--- src/rtl/pipe_stage_skid.sv ---
// One pipeline stage {npc, instr} with valid/ready handshake and a one-entry skid buffer.
// Optional perf counters (stall_cnt, bubble_cnt) are built only when PIPE_STAGE_SKID_PERF_EN is defined.
module pipe_stage_skid #(
    parameter int NPC_W          = 32,
    parameter int INSTR_W        = 32,
    parameter int CLEAR_ON_FLUSH = 1
) (
    input  logic               CLK,
    input  logic               nRST,
    input  logic               flush,
    input  logic               in_valid,
    output logic               in_ready,
    input  logic [NPC_W-1:0]   in_npc,
    input  logic [INSTR_W-1:0] in_instr,
    output logic               out_valid,
    input  logic               out_ready,
    output logic [NPC_W-1:0]   out_npc,
    output logic [INSTR_W-1:0] out_instr,
    output logic [31:0]        stall_cnt,
    output logic [31:0]        bubble_cnt,
    output logic [1:0]         dbg_state_o
);

    // Handshake: a word moves on a cycle where valid and ready are both high at
    // the rising edge; valid never waits on ready, and in_ready is a pure decode
    // of registered state, so no combinational path runs from out_ready to in_ready.
    typedef enum logic [1:0] {
        EMPTY = 2'd0,
        ONE   = 2'd1,
        FULL  = 2'd2
    } state_t;

    state_t             state_q, state_d;
    logic [NPC_W-1:0]   main_npc_q, main_npc_d;
    logic [INSTR_W-1:0] main_instr_q, main_instr_d;
    logic [NPC_W-1:0]   skid_npc_q, skid_npc_d;
    logic [INSTR_W-1:0] skid_instr_q, skid_instr_d;
    logic               accept;
    logic               send;

    assign in_ready    = (state_q != FULL);
    assign out_valid   = (state_q != EMPTY);
    assign out_npc     = main_npc_q;
    assign out_instr   = main_instr_q;
    assign dbg_state_o = state_q;

    assign accept = in_valid & in_ready;
    assign send   = out_valid & out_ready;

    always_comb begin
        state_d      = state_q;
        main_npc_d   = main_npc_q;
        main_instr_d = main_instr_q;
        skid_npc_d   = skid_npc_q;
        skid_instr_d = skid_instr_q;

        if (flush) begin
            // Redirect wins over any accept/send; the incoming word is dropped.
            state_d = EMPTY;
            if (CLEAR_ON_FLUSH != 0) begin
                main_npc_d   = '0;
                main_instr_d = '0;
                skid_npc_d   = '0;
                skid_instr_d = '0;
            end
        end else begin
            case (state_q)
                EMPTY: begin
                    if (accept) begin
                        state_d      = ONE;
                        main_npc_d   = in_npc;
                        main_instr_d = in_instr;
                    end
                end
                ONE: begin
                    if (accept && send) begin
                        main_npc_d   = in_npc;
                        main_instr_d = in_instr;
                    end else if (accept) begin
                        state_d      = FULL;
                        skid_npc_d   = in_npc;
                        skid_instr_d = in_instr;
                    end else if (send) begin
                        state_d = EMPTY;
                    end
                end
                FULL: begin
                    if (send) begin
                        state_d      = ONE;
                        main_npc_d   = skid_npc_q;
                        main_instr_d = skid_instr_q;
                    end
                end
                default: state_d = EMPTY;
            endcase
        end
    end

    always_ff @(posedge CLK or negedge nRST) begin
        if (!nRST) begin
            state_q      <= EMPTY;
            main_npc_q   <= '0;
            main_instr_q <= '0;
            skid_npc_q   <= '0;
            skid_instr_q <= '0;
        end else begin
            state_q      <= state_d;
            main_npc_q   <= main_npc_d;
            main_instr_q <= main_instr_d;
            skid_npc_q   <= skid_npc_d;
            skid_instr_q <= skid_instr_d;
        end
    end

`ifdef PIPE_STAGE_SKID_PERF_EN
    logic [31:0] stall_q, stall_d;
    logic [31:0] bubble_q, bubble_d;

    // A flush counts as one bubble only when it throws away a held word.
    always_comb begin
        stall_d  = stall_q;
        bubble_d = bubble_q;
        if (out_valid && !out_ready) begin
            stall_d = stall_q + 32'd1;
        end
        if ((!out_valid && !flush) || (flush && out_valid)) begin
            bubble_d = bubble_q + 32'd1;
        end
    end

    always_ff @(posedge CLK or negedge nRST) begin
        if (!nRST) begin
            stall_q  <= '0;
            bubble_q <= '0;
        end else begin
            stall_q  <= stall_d;
            bubble_q <= bubble_d;
        end
    end

    assign stall_cnt  = stall_q;
    assign bubble_cnt = bubble_q;
`else
    assign stall_cnt  = '0;
    assign bubble_cnt = '0;
`endif

endmodule

--- config.mk ---
export PLATFORM = sky130hd
export DESIGN_NAME = pipe_stage_skid
export DESIGN_NICKNAME = d
export VERILOG_FILES = /design/src/rtl/pipe_stage_skid.sv
export SDC_FILE = /design/constraint.sdc
export NUM_CORES = 1
export LEC_CHECK = 0
export BUFFER_PORTS_ARGS = -buffer_cell sky130_fd_sc_hd__buf_4
export CAP_MARGIN = 20
export CORE_ASPECT_RATIO = 0.9
export CORE_MARGIN = 1.5
export CORE_UTILIZATION = 40
export CTS_CLUSTER_SIZE = 30
export DETAILED_ROUTE_END_ITERATION = 8
export GPL_ROUTABILITY_DRIVEN = 0
export SLEW_MARGIN = 0
export SYNTH_ARGS = -nofsm -noshare
export SYNTH_HDL_FRONTEND = slang
export SYNTH_SLANG_ARGS = --single-unit
--- constraint.sdc ---
create_clock -name CLK -period 1.65 [get_ports CLK]
set_input_delay 0.0825 -clock CLK [delete_from_list [all_inputs] [get_ports CLK]]
set_output_delay 0.0825 -clock CLK [all_outputs]
set_load 0.02 [all_outputs]
[After elaboration in Yosys (flattened, before gate mapping)]
Cells that the tools add are included.
Storage, ports and cells
  register bits: 130
  input bits: 69
  output and inout port bits: 132
  logic and storage cells: 48
Cells by class
  equal/unequal tests: 9
  mux-type cells: 23
  bitwise logic cells: 2
  reductions and logical operators: 9
Operator list (count)
  32-bit two-way mux: 14
  32-bit one-hot mux with 3 select lines: 2
  2-bit two-way mux: 6
  3-bit != test (second input constant): 4
  4-bit AND reduction: 2
  2-bit one-hot mux with 3 select lines: 1
  2-bit nonzero test: 3
  2-bit != test (second input constant): 2
  4-bit != test (second input constant): 1
  4-bit nonzero test: 1
  3-bit AND reduction: 1
  1-bit bitwise AND: 2
  2-bit by 1-bit equality test with 1-bit output (second input constant): 1
  2-bit equality test (second input constant): 1
  2-bit logical NOT: 1
  1-bit logical AND: 1

[Depth between registers and ports, before layout]
Gate-level depths: netlist of run 1.
  depth after elaboration: 7
  gate-level depth with buffers: 5
  gate-level depth less buffers: 3

[Worst setup path before layout of run 1]
Ideal clock, no wire load.
  path type: register to register
  start point: register state_q[1], in the netlist dbg_state_o[1]
  end point: register skid_instr_q[10]
  library setup time: 0.121 ns
  data arrival time: 1.347 ns
  slack: 0.182 ns
  stages on the path, launching flop included: 6
  path buffers: 2
  cells stage by stage: dfrtp_1 > and4bb_4 > and2_1 > buf_6 > buf_6 > a22o_1
On the way
  word-level cells in the longest chain between the ends: 5
  elaborated cells between the ends (all ways): 10
  those cells by class: eq/ne: 3; bitwise: 2; reduce/logical: 5
Ends and longest elaborated chain
  from (decl): RTL line 33  | state_t state_q, state_d;
  from (signal assigned): RTL line 107  | state_q <= state_d;
  2-bit != test or 2-bit nonzero test (tied branches): RTL line 41, 42
  1-bit bitwise AND (on tied branches): RTL line 47, 48
  1-bit logical AND: RTL line 76  | if (accept && send) begin
  2-bit != test (no source line)
  3-bit AND reduction (no source line) *
  to (signal assigned): RTL line 111  | skid_instr_q <= skid_instr_d;
  to (decl): RTL line 37  | logic [INSTR_W-1:0] skid_instr_q, skid_instr_d;
Every way passes the cells marked *; elsewhere a longest branch is shown, timed or not.
A chain may end at the register's enable or synchronous reset.

[Worst setup path after layout of run 1]
  start point: register state_q[0], in the netlist dbg_state_o[0]
  end point: output out_valid
On the way
  word-level cells in the longest chain between the ends: 1
Ends and longest elaborated chain
  2-bit nonzero test: RTL line 42  | assign out_valid = (state_q != EMPTY);
  to (decl): RTL line 15  | output logic out_valid,
Every way passes these cells.

==> impl_metrics.ini, run 1 <==
[critical_path]
regToRegSetupSlack_ps = 60
cp-start-kind = register
rr_worst_depth = 5
cp.arrival_ps = 1520
worstPathMaxFanout = 40
crit_type = reg -> out
r2r-end = skid_npc_q[20]
required_ps = 1570
end_kind = primary output
r2r-start = dbg_state_o[0]

[run]
maxCapViolations = 0

[clock_tree]
h-tree-depth = 4
cts_made_buffers = 17
clk-insertion-delay-late_ps = 420
cts_tree = done
clock_sinks = 130
path_clk_slew_ps = 50
cts_max_path_buffers = 2
root_buffer = clkbuf_16

[synthesis]
synth_area_um2 = 6720
synthDominantCellAreaShare_pct = 48.4
syn_area_per_cell_um2 = 11.5
synth_edf_count = 0
synthMostInstantiatedCell = dfrtp_1
yosysWarningCount = 0
synth_top_area_cell = dfrtp_1
synth_cells = 586
synth_common_cells = dfrtp_1, mux2i_1
async_flop_share_pct = 100
synth_cell_types = 26
synthTopCellsByArea = dfrtp_1, mux2i_1, nor4bb_1
yosysSeqAreaShare_pct = 48.4
yosys_register_bits = 130
synth-main-ff-cell = dfrtp_1

[sta]
grt_setup_unrepaired = no
skew_ps = 5.45
min_period_over_period_pct = 96.8
hold_viol_final = 0
fmax_ghz = 0.626
min_period_ps = 1600
slew_viol_final = 0
setup_violations = 0
setup_tns_ps = 0
timing.hold.ws_ps = 93.7

[placement]
port_buffers = 136
hpwl_um = 10700

[finish]
seqCellArea_um2 = 3260
multi_input_area_um2 = 2620
drive_gt1_share_pct = 25.2
final_nets = 846
antenna_cells = 0
area_growth_pct = 33.4
fillers = 1420

[floorplanning]
die_x_um = 140
initial_utilization_pct = 41.2
die_h_um = 126
num_io_pins = 201
die_area_um2 = 17600
num_rows = 44
core_um2 = 16300

[drt]
first_iter_violations = 356
viasPerCell = 5.18
drc_errors = 14
vias = 5146
ant_nets = 0
wl_per_cell_um = 17.7
dr.pass1.iters = 7
wirelength_um = 17600

[min_path]
hp-class = in -> reg
min_from = in_valid
min_delay_path_depth = 4
hold_end = dbg_state_o[0]

[grt]
grt_usage_pct = 20.5
antenna_found_initial = 0
grt_pass1_vias = 5521
grt_overflow_total = 0
grt_first_pass_wirelength_um = 28700
grt_max_degree = 51

[power_and_ir_drop]
p_leak_nw = 4.46
powerDensity_nw_per_um2 = 956
peakVddDrop_v = 0.000755
total_power_mw = 8.57

[outcome]
run_status = complete, but fails checks
failed_checks = design-rule violations
layer usage:
layer  global-route usage (%)  wire length, µm  up-vias
met2                     33.8             8440      162
li1                         -                -     2379
met3                     4.64              768       22
met4                     6.81              276        0
met5                        0                0        -
met1                     26.8             8120     2583
layout make-up:
type,count,area share [%]
clock buffers,22,5.29
clock inverters,7,0.670
inverters,65,2.72
multi-input cells,335,29.2
flip-flops and latches,130,36.3
well taps,207,2.89
repair buffers,228,22.9
report_power, final:
group | internal [mW] | total, mW | switching, mW
logic | 0.695 | 1.60 | 0.910
registers | 3.38 | 3.50 | 0.117
clock network | 2.15 | 3.47 | 1.32
layout by cell type, fill, tap and decap left out, drive strengths merged, types with 2 or more instances in the layout:
cell type / count
a22o: 64
a31oi: 64
buf: 161
clkbuf: 22
clkinv: 6
conb: 64
dfrtp: 130
dlygate4sd3: 66
inv: 65
mux2i: 65
nand2: 2
nor2: 2
nor4bb: 64
critical path, cell delays in order (launching register included):
cell	delay, ps
dfrtp_2	440
buf_12	190
or2_2	310
buf_4	160
how the worst max path moves through the flow:
| stage | startpoint | to | slack [ps] |
|---|---|---|---|
| 6_report | dbg_state_o[0] | out_valid | 50 |
| 5_1_grt | dbg_state_o[0] | out_valid | 2 |
| 4_1_cts | dbg_state_o[1] | out_valid | 9 |
| 3_5_place_dp | dbg_state_o[1] | out_instr[26] | 70 |
| 3_3_place_gp | dbg_state_o[1] | out_npc[5] | 130 |
| 2_1_floorplan | dbg_state_o[1] | skid_instr_q[10] | 180 |
logic make-up after synthesis:
kind of cell,synth area share (%)
mux,9.68
flops,48.4
other cells,0.0558
simple gates,10.6
compound gates,14.8
buf+inv,16.5
state kept, by name, summed over array words and instances, names as in the netlist:
name,count
out_npc,32
skid_instr_q,32
dbg_state_o,2
out_instr,32
skid_npc_q,32
what timing repair did:
action / CTS / global route
resized for setup: 7 / 1
hold buffers: 66 / 0
buffers inserted: 2 / 2
gates cloned: 1 / 0
hold endpoints to repair: 123 / 0
endpoints found under the setup margin: 2 / 2
metrics by stage:
stage          cells  setup WS (ps)  utilization (%)  instance area [µm²]
6_report         994           52.2             55.0                 8960
2_1_floorplan    649            182                -                 6960
5_1_grt          994           2.05             55.0                 8960
3_3_place_gp     894            134             47.1                 7670
4_1_cts          992           8.90             54.9                 8950
3_5_place_dp     894           73.2             47.1                 7670
No activity file was read; power rests on OpenSTA's default activity.
==> run 2: changes to the inputs <==
PLACE_DENSITY = 0.67   (was not set)
clock period = 1.3 ns   (was 1.65 ns; I/O delays follow)
==> run 2 against run 1 <==
Net effect:
- the run ends with design-rule violations, negative setup slack left
- cell area rose by 5.8%
- via count grew 5.2%
- clock skew increased by 3.6 ps
- first-iteration DRC count decreased by 38%
- highest routed layer unchanged
- critical endpoint unchanged
- worst setup slack lost 290 ps
- routed wire length is 8.1% higher
- count of clock-buffer cells in the layout decreased by 3
- critical path depth is the same
- sequential power rose by 27%
- global-route usage increased by 0.68 points
==> impl_metrics.ini, run 2 (same netlist as run 1, synthesis figures left out) <==
[clock_tree]
path_clk_slew_ps = 60
cts_tree = done
cts_made_buffers = 17
clk-insertion-delay-late_ps = 420
clock_sinks = 130
h-tree-depth = 4
cts_max_path_buffers = 2
root_buffer = clkbuf_16

[drt]
first_iter_violations = 221
vias = 5414
drc_errors = 16
wl_per_cell_um = 18.8
dr.pass1.iters = 7
viasPerCell = 5.34
ant_nets = 0
wirelength_um = 19000

[critical_path]
required_ps = 1240
end_kind = primary output
cp-start-kind = register
startpoint = dbg_state_o[1]
r2r-start = dbg_state_o[0]
crit_chain = buf_4, or2_4, buf_6
cp.arrival_ps = 1480
regToRegSetupSlack_ps = -240
cp_slowest_stage_delay_ps = 430
slowest_stage = dfrtp_2
worstPathMaxFanout = 32
rr_worst_depth = 4
r2r-end = out_instr[27]
crit_type = reg -> out

[sta]
skew_ps = 9.07
fmax_ghz = 0.649
timing.hold.ws_ps = 93.6
hold_viol_final = 0
setup_violations = 132
min_period_ps = 1540
grt_setup_unrepaired = yes
slew_viol_final = 0
fin_ws_ps = -241
min_period_over_period_pct = 119

[min_path]
hp-class = in -> reg
min_from = flush
hold_end = dbg_state_o[1]
min_delay_path_depth = 2

[finish]
final_nets = 862
final_area_um2 = 9480
final_common_cell = buf_4
drive_gt1_share_pct = 27.9
area_growth_pct = 41.1
final_cell_mix = buf_4, dfrtp_1, dlygate4sd3_1
antenna_cells = 0
fillers = 1318

[floorplanning]
initial_utilization_pct = 41.2
num_io_pins = 201
die_h_um = 126
die_x_um = 140
core_um2 = 16300
die_area_um2 = 17600
num_rows = 44

[outcome]
failed_checks = design-rule violations, negative setup slack
run_status = complete, but fails checks

[grt]
grt_max_degree = 44
grt_overflow_total = 0
antenna_found_initial = 0
grt_first_pass_wirelength_um = 29300
grt_pass1_vias = 5450
grt_usage_pct = 21.2

[power_and_ir_drop]
p_leak_nw = 4.67
peakVddDrop_v = 0.000912
powerDensity_nw_per_um2 = 1260
total_power_mw = 12.0

[placement]
port_buffers = 136
hpwl_um = 10900
dpl-instance-area_um2 = 7790

[run]
maxCapViolations = 0
## run 2: changes by cell type in the layout (fill, tap and decap cells not counted), sizes merged
cell,delta
bufinv,+4
buf,+9
clkinv,-2
bufbuf,+2
clkbuf,+2
clkinvlp,+4
## run 2: what timing repair did
item / 4_1_cts / 5_1_grt
gates cloned: 3 / 5
resized for setup: 11 / 14
endpoints found under the setup margin: 131 / 133
pin swaps: 0 / 2
hold endpoints to repair: 232 / 0
hold buffers: 66 / 0
setup buffers: 6 / 2
## run 2: how the worst max path moves through the flow
stage / to / slack, ps / cells after the start
after detailed placement: out_npc[5] / -220 / 6
final: out_valid / -240 / 3
after global placement: out_npc[24] / -180 / 6
after floorplan: out_instr[10] / -80 / 5
after global routing: out_instr[4] / -310 / 5
after CTS: out_npc[5] / -250 / 6
## run 2: per-stage QoR
| step | instances | TNS, ps | worst slack, ps | util (%) |
|---|---|---|---|---|
| after floorplan | 649 | -9180 | -80.1 | - |
| after global placement | 901 | -12840 | -176 | 47.8 |
| after detailed placement | 901 | -14760 | -220 | 47.8 |
| after CTS | 1008 | -23800 | -245 | 57.1 |
| after global routing | 1013 | -33100 | -313 | 58.2 |
| final | 1013 | -23880 | -241 | 58.2 |
## run 2: layout make-up
cell class              count  area [µm²]  share of cell area, %
multi-input cells         335        2650                   27.9
flip-flops and latches    130        3260                   34.3
inverters                  65         244                   2.57
clock inverters            13         208                   2.19
well taps                 207         259                   2.73
clock buffers              19         453                   4.78
repair buffers            244        2410                   25.5
## run 2: where the power goes
| part | internal [mW] | leakage (nW) | total (mW) | switching, mW |
|---|---|---|---|---|
| clock | 3.50 | 0.311 | 5.30 | 1.80 |
| sequential | 4.29 | 1.74 | 4.44 | 0.148 |
| combinational | 1.03 | 2.63 | 2.25 | 1.22 |
## run 2: critical path: cells and delay by family (launching register included)
kind,cells,cell delay [ps]
buffers and inverters,2,370
AND/OR/NAND/NOR,1,260
flip-flops,1,430
## run 2: layer usage
metal / track usage (%) / vias to the layer above / part of all wire, % / wire (µm)
met5: 0 / - / 0 / 0
met4: 6.63 / 0 / 1.1 / 218
met3: 5.70 / 18 / 5.8 / 1110
met2: 34.6 / 230 / 49 / 9400
met1: 27.5 / 2748 / 44 / 8310
li1: - / 2418 / - / -
